[config.mk]
export PLATFORM = sky130hd
export DESIGN_NAME = fetch_stage_ctrl_flat
export DESIGN_NICKNAME = d
export VERILOG_FILES = /design/src/rtl/fetch_stage_ctrl_if.sv /design/src/rtl/fetch_stage_ctrl.sv /design/src/flat_wrapper.sv
export SDC_FILE = /design/constraint.sdc
export NUM_CORES = 1
export LEC_CHECK = 0
export BUFFER_PORTS_ARGS = -buffer_cell sky130_fd_sc_hd__buf_4
export CORE_MARGIN = 2
export CORE_UTILIZATION = 40
export DETAILED_ROUTE_END_ITERATION = 7
export PLACE_DENSITY_LB_ADDON = 0.2
export SLEW_MARGIN = 15
export SYNTH_ARGS = -nofsm -noshare
export SYNTH_HDL_FRONTEND = slang
export SYNTH_SLANG_ARGS = --single-unit
[constraint.sdc]
create_clock -name clk_i -period 2.9 [get_ports clk_i]
set_input_delay 0 -clock clk_i [delete_from_list [all_inputs] [get_ports clk_i]]
set_output_delay 0 -clock clk_i [all_outputs]
set_load 0.05 [all_outputs]
[src/rtl/fetch_stage_ctrl_if.sv]
// Fetch-stage bus: hazard/branch controls and instruction-memory data in,
// fetch address and IF/ID pipeline register contents out.
interface fetch_stage_ctrl_if;
  logic        pcwrite_i;
  logic        ifid_write_i;
  logic        ifid_flush_i;
  logic        branch_taken_i;
  logic [31:0] branch_target_i;
  logic [31:0] instr_i;
  logic [31:0] pc_o;
  logic [31:0] ifid_instr_o;
  logic [31:0] ifid_pc4_o;
  logic        ifid_valid_o;

  modport master (
    output pcwrite_i, ifid_write_i, ifid_flush_i, branch_taken_i,
           branch_target_i, instr_i,
    input  pc_o, ifid_instr_o, ifid_pc4_o, ifid_valid_o
  );

  modport slave (
    input  pcwrite_i, ifid_write_i, ifid_flush_i, branch_taken_i,
           branch_target_i, instr_i,
    output pc_o, ifid_instr_o, ifid_pc4_o, ifid_valid_o
  );
endinterface

[src/rtl/fetch_stage_ctrl.sv]
// Instruction-fetch front end: PC and IF/ID register under hazard-unit control,
// with a RUN/STALL/REDIRECT tracker, saturating event counters and a stall watchdog.
module fetch_stage_ctrl #(
  parameter logic [31:0] PC_RESET  = 32'h0000_0000,
  parameter int          CNT_W     = 16,
  parameter int          MAX_STALL = 8
) (
  input  logic                clk_i,
  input  logic                rst_i,
  fetch_stage_ctrl_if.slave   bus,
  output logic [1:0]          state_o,
  output logic [CNT_W-1:0]    stall_cnt_o,
  output logic [CNT_W-1:0]    flush_cnt_o,
  output logic                stall_err_o
);

  localparam int RUN_W = $clog2(MAX_STALL + 1);
  localparam logic [RUN_W-1:0] MAX_RUN = RUN_W'(MAX_STALL);

  typedef enum logic [1:0] {
    ST_RUN      = 2'd0,
    ST_STALL    = 2'd1,
    ST_REDIRECT = 2'd2
  } state_t;

  function automatic logic [CNT_W-1:0] sat_inc(input logic [CNT_W-1:0] v);
    return (v == {CNT_W{1'b1}}) ? v : v + {{(CNT_W-1){1'b0}}, 1'b1};
  endfunction

  state_t            state_r,     state_nxt_s;
  logic [31:0]       pc_r,        pc_nxt_s;
  logic [31:0]       instr_r,     instr_nxt_s;
  logic [31:0]       pc4_r,       pc4_nxt_s;
  logic              valid_r,     valid_nxt_s;
  logic [CNT_W-1:0]  stall_cnt_r, stall_cnt_nxt_s;
  logic [CNT_W-1:0]  flush_cnt_r, flush_cnt_nxt_s;
  logic [RUN_W-1:0]  run_r,       run_nxt_s;
  logic              err_r,       err_nxt_s;
  logic              stall_s;
  logic              flush_s;
  logic [31:0]       pc_plus4_s;

  assign stall_s    = !bus.pcwrite_i && !bus.branch_taken_i;
  assign flush_s    = bus.ifid_flush_i;
  assign pc_plus4_s = pc_r + 32'd4;

  // Next-state for PC, IF/ID, tracker FSM, counters and watchdog.
  always_comb begin
    pc_nxt_s        = pc_r;
    instr_nxt_s     = instr_r;
    pc4_nxt_s       = pc4_r;
    valid_nxt_s     = valid_r;
    state_nxt_s     = state_r;
    stall_cnt_nxt_s = stall_cnt_r;
    flush_cnt_nxt_s = flush_cnt_r;
    run_nxt_s       = run_r;
    err_nxt_s       = err_r;

    if (bus.branch_taken_i) begin
      pc_nxt_s = bus.branch_target_i;
    end else if (bus.pcwrite_i) begin
      pc_nxt_s = pc_plus4_s;
    end else begin
      pc_nxt_s = pc_r;
    end

    if (flush_s) begin
      instr_nxt_s = 32'h0000_0000;
      pc4_nxt_s   = 32'h0000_0000;
      valid_nxt_s = 1'b0;
    end else if (bus.ifid_write_i) begin
      instr_nxt_s = bus.instr_i;
      pc4_nxt_s   = pc_plus4_s;
      valid_nxt_s = 1'b1;
    end else begin
      valid_nxt_s = valid_r;
    end

    // All three states share one transition rule; flush dominates stall.
    case (state_r)
      ST_RUN, ST_STALL, ST_REDIRECT: begin
        if (flush_s) begin
          state_nxt_s = ST_REDIRECT;
        end else if (stall_s) begin
          state_nxt_s = ST_STALL;
        end else begin
          state_nxt_s = ST_RUN;
        end
      end
      default: state_nxt_s = ST_RUN;
    endcase

    if (stall_s) begin
      stall_cnt_nxt_s = sat_inc(stall_cnt_r);
      run_nxt_s       = (run_r == MAX_RUN) ? MAX_RUN : run_r + {{(RUN_W-1){1'b0}}, 1'b1};
    end else begin
      run_nxt_s = {RUN_W{1'b0}};
    end

    if (flush_s) begin
      flush_cnt_nxt_s = sat_inc(flush_cnt_r);
    end else begin
      flush_cnt_nxt_s = flush_cnt_r;
    end

    if (run_nxt_s == MAX_RUN) begin
      err_nxt_s = 1'b1;
    end else begin
      err_nxt_s = err_r;
    end
  end

  // State registers with synchronous reset overriding every input.
  always_ff @(posedge clk_i) begin
    if (rst_i) begin
      pc_r        <= PC_RESET;
      instr_r     <= 32'h0000_0000;
      pc4_r       <= 32'h0000_0000;
      valid_r     <= 1'b0;
      state_r     <= ST_RUN;
      stall_cnt_r <= {CNT_W{1'b0}};
      flush_cnt_r <= {CNT_W{1'b0}};
      run_r       <= {RUN_W{1'b0}};
      err_r       <= 1'b0;
    end else begin
      pc_r        <= pc_nxt_s;
      instr_r     <= instr_nxt_s;
      pc4_r       <= pc4_nxt_s;
      valid_r     <= valid_nxt_s;
      state_r     <= state_nxt_s;
      stall_cnt_r <= stall_cnt_nxt_s;
      flush_cnt_r <= flush_cnt_nxt_s;
      run_r       <= run_nxt_s;
      err_r       <= err_nxt_s;
    end
  end

  assign bus.pc_o         = pc_r;
  assign bus.ifid_instr_o = instr_r;
  assign bus.ifid_pc4_o   = pc4_r;
  assign bus.ifid_valid_o = valid_r;
  assign state_o          = state_r;
  assign stall_cnt_o      = stall_cnt_r;
  assign flush_cnt_o      = flush_cnt_r;
  assign stall_err_o      = err_r;

endmodule
[src/flat_wrapper.sv]
// flat-port wrapper written by rule: the top's interface ports become plain ports
module fetch_stage_ctrl_flat 
#(
  parameter logic [31:0] PC_RESET  = 32'h0000_0000,
  parameter int          CNT_W     = 16,
  parameter int          MAX_STALL = 8
)
  (clk_i, rst_i, state_o, stall_cnt_o, flush_cnt_o, stall_err_o, bus_pcwrite_i, bus_ifid_write_i, bus_ifid_flush_i, bus_branch_taken_i, bus_branch_target_i, bus_instr_i, bus_pc_o, bus_ifid_instr_o, bus_ifid_pc4_o, bus_ifid_valid_o);
  fetch_stage_ctrl_if bus_i ();
  input  logic clk_i;
  input  logic rst_i;
  output logic [1:0] state_o;
  output logic [CNT_W-1:0] stall_cnt_o;
  output logic [CNT_W-1:0] flush_cnt_o;
  output logic stall_err_o;
  input wire logic [$bits(bus_i.pcwrite_i)-1:0] bus_pcwrite_i;
  input wire logic [$bits(bus_i.ifid_write_i)-1:0] bus_ifid_write_i;
  input wire logic [$bits(bus_i.ifid_flush_i)-1:0] bus_ifid_flush_i;
  input wire logic [$bits(bus_i.branch_taken_i)-1:0] bus_branch_taken_i;
  input wire logic [$bits(bus_i.branch_target_i)-1:0] bus_branch_target_i;
  input wire logic [$bits(bus_i.instr_i)-1:0] bus_instr_i;
  output wire logic [$bits(bus_i.pc_o)-1:0] bus_pc_o;
  output wire logic [$bits(bus_i.ifid_instr_o)-1:0] bus_ifid_instr_o;
  output wire logic [$bits(bus_i.ifid_pc4_o)-1:0] bus_ifid_pc4_o;
  output wire logic [$bits(bus_i.ifid_valid_o)-1:0] bus_ifid_valid_o;
  assign bus_i.pcwrite_i = bus_pcwrite_i;
  assign bus_i.ifid_write_i = bus_ifid_write_i;
  assign bus_i.ifid_flush_i = bus_ifid_flush_i;
  assign bus_i.branch_taken_i = bus_branch_taken_i;
  assign bus_i.branch_target_i = bus_branch_target_i;
  assign bus_i.instr_i = bus_instr_i;
  assign bus_pc_o = bus_i.pc_o;
  assign bus_ifid_instr_o = bus_i.ifid_instr_o;
  assign bus_ifid_pc4_o = bus_i.ifid_pc4_o;
  assign bus_ifid_valid_o = bus_i.ifid_valid_o;
  fetch_stage_ctrl #(.PC_RESET(PC_RESET), .CNT_W(CNT_W), .MAX_STALL(MAX_STALL)) u_core (.clk_i(clk_i), .rst_i(rst_i), .bus(bus_i), .state_o(state_o), .stall_cnt_o(stall_cnt_o), .flush_cnt_o(flush_cnt_o), .stall_err_o(stall_err_o));
endmodule
==> results.json <==
{
  "drt_iter0_markers": 386,
  "p_sw_frac": 0.272,
  "drive_above_1_share": 0.257,
  "final-hold-violation-count": 0,
  "synth_most_common_cell": "dfxtp_1",
  "worstRegToRegCells": 4,
  "cts_tree": "built",
  "clkLatencyLatePin_ns": 0.42,
  "cts_root_buf": "clkbuf_16",
  "path_clk_slew_ns": 0.06,
  "synth_top_area_frac": 0.414,
  "grt_pass1_wl_mm": 32.6,
  "overflow": 0,
  "fin_crit_sh": 0.790,
  "num-fill-cells": 1412,
  "p_switching_uw": 1410,
  "ys_warn_count": 0,
  "setup_slack_ns": 0.608,
  "die-width_um": 132,
  "stdcell_area_sq_um": 9450,
  "cts.sinks": 136,
  "worst-path-max-fanout": 17,
  "nNetsFinal": 1078,
  "dr.pass1.iters": 4,
  "grt_use_total": 0.230,
  "die_area_sq_um": 17500,
  "tightest_slew_ns": 0.889,
  "status": "finished, final reports clean",
  "gp_congestion": 0.840,
  "synth_seq_cells": 136,
  "pre_cts_slack_ns": 0.649,
  "cts_inserted_buffers": 17,
  "arrival_ns": 2.64,
  "placement_rows": 46,
  "synthesis.nets": 844,
  "grt_pass1_vias": 6316,
  "yosys-top-cells-area": "dfxtp_1 41%, mux2i_1 6.4%, nor2_1 5.1%",
  "maxCapViolCount": 0,
  "slew_headroom": 0.402,
  "power.internal_uw": 3770,
  "post-dp-hpwl_mm": 13.6,
  "cp-start-kind": "register",
  "hold_class": "input pin to register",
  "post_cts_buffers": 0,
  "vias": 6699,
  "placed_area_sq_um": 8160,
  "cts_max_level": 4,
  "antenna_cells": 0,
  "power.density_nw_per_um2": 548,
  "fmax_mhz": 436,
  "p_comb_frac": 0.146,
  "p_leak_uw": 0.00377,
  "synth_cell_types": 54,
  "tns_ns": 0,
  "cts_hold_buf": 64,
  "portBuffers": 201,
  "synth_seq_area_share": 0.414,
  "drc": 0,
  "holdWs_ns": 0.0321,
  "fin_worst_skew_ns": 0.00698,
  "syn-cell-area_sq_um": 6570,
  "antenna_left": 0,
  "wl_per_cell_um": 16.4,
  "ios": 202,
  "grt_max_degree": 56,
  "sequentialPowerShare": 0.392,
  "hold_depth": 4,
  "die_height_um": 132,
  "fin_crit_ns": 2.29,
  "synth_edf_count": 0,
  "cts_resized": 0,
  "synth_flop_cell": "dfxtp_1",
  "synthArstFlopShare": 0,
  "criticalPathCategory": "register to register",
  "slew_violations": 0,
  "antenna_found_initial": 0,
  "p_clk_frac": 0.462,
  "worstPathRequired_ns": 3.25,
  "ir_drop_mv": 0.389,
  "initial_core_util": 0.412,
  "synth_top_area_cell": "dfxtp_1",
  "grt_setup_unrepaired": "no",
  "syn_area_per_cell_sq_um": 8.54,
  "wirelength_mm": 20.2,
  "cts_buffer_depth": 2,
  "area_delta_synth_final_pct": 43.9,
  "netlist_instances": 769,
  "synthTopCellsByCount": "136 x dfxtp_1, 89 x nor2_1, 44 x o21ai_0, 42 x mux2i_1, 41 x nand2_1",
  "via_per_inst": 5.44,
  "setup_viol": 0,
  "core-area_sq_um": 15900,
  "end_kind": "register"
}
## cells by family after synthesis
| family | synth area share |
|---|---|
| AOI/OAI and AO/OA | 0.170 |
| xor gates and xnor gates | 0.0320 |
| adders and majority gates | 0.00952 |
| buffers and inverters | 0.0518 |
| DFF | 0.414 |
| muxes | 0.0811 |
| and+or+nand+nor | 0.241 |
## flip-flops by register name, summed over array words and instances (netlist names)
| name | cells |
|---|---|
| u_core.bus.ifid_instr_o | 32 |
| u_core.bus.ifid_pc4_o | 32 |
| u_core.bus.pc_o | 32 |
| u_core.flush_cnt_o | 16 |
| u_core.stall_cnt_o | 16 |
| u_core.run_r | 4 |
| u_core.state_o | 2 |
| u_core.bus.ifid_valid_o | 1 |
| u_core.stall_err_o | 1 |
## final timing paths
check / endpoint / slack [ns] / from
hold / removal: u_core.bus.pc_o[25]$_SDFFE_PP0N_ / 0.03 / bus_branch_target_i[25]
hold reg to reg: u_core.stall_err_o$_SDFFE_PP0N_ / 0.47 / u_core.stall_err_o$_SDFFE_PP0N_
setup reg to reg: u_core.bus.ifid_pc4_o[29]$_SDFFE_PP0P_ / 0.61 / u_core.bus.pc_o[5]$_SDFFE_PP0N_
setup / recovery: u_core.bus.ifid_pc4_o[29]$_SDFFE_PP0P_ / 0.61 / u_core.bus.pc_o[5]$_SDFFE_PP0N_
## cells in the final DEF (no fill, tap or decap), types with 20 or more instances in the layout
cell / instances
dfxtp_1: 136
or4_1: 21
o21ai_0: 44
inv_1: 23
or3_1: 20
nor4_1: 25
mux2i_1: 42
nand3_1: 25
a21oi_1: 37
dlygate4sd3_1: 64
nor2_1: 89
a211oi_1: 22
buf_4: 209
nand2_1: 41
## per-layer routing
| metal | routed length, um | vias to the layer above | global-route usage | part of all wire |
|---|---|---|---|---|
| met1 | 9070 | 3143 | 0.296 | 0.45 |
| met2 | 9690 | 198 | 0.376 | 0.48 |
| met5 | 0 | - | 0 | 0 |
| met3 | 1130 | 29 | 0.0534 | 0.056 |
| met4 | 297 | 0 | 0.0827 | 0.015 |
| li1 | - | 3329 | - | - |
## per-stage QoR
stage          std cells  utilization  total power, uW
6_report            1232        0.593             5180
5_1_grt             1232        0.593             5360
4_1_cts             1232        0.593             5220
3_5_place_dp        1136        0.512             2750
3_3_place_gp        1136        0.512             2740
2_1_floorplan        769            -             2500
## power by group through the flow
stage          registers (uW)  logic [uW]  clock network, uW
3_3_place_gp             2060         683                  0
2_1_floorplan            2260         237                  0
4_1_cts                  2020         758               2440
6_report                 2030         758               2390
3_5_place_dp             2060         684                  0
5_1_grt                  2040         805               2520
## area by class of cell
type,instances,area [sq um],share of cell area
clock buffers,18,429,0.0454
clock inverters,14,223,0.0236
inverters,24,90.1,0.00953
multi-input cells,551,3510,0.371
flip-flops and latches,136,2720,0.288
well taps,216,270,0.0286
repair buffers,273,2210,0.234
## worst max-delay path, stage by stage (launching register included)
cell and delay [ns]:
dfxtp_1 0.51, nand4_2 0.37, or4_1 0.69, or4_1 0.49, a31oi_1 0.16
No activity file was read; power rests on OpenSTA's default activity.
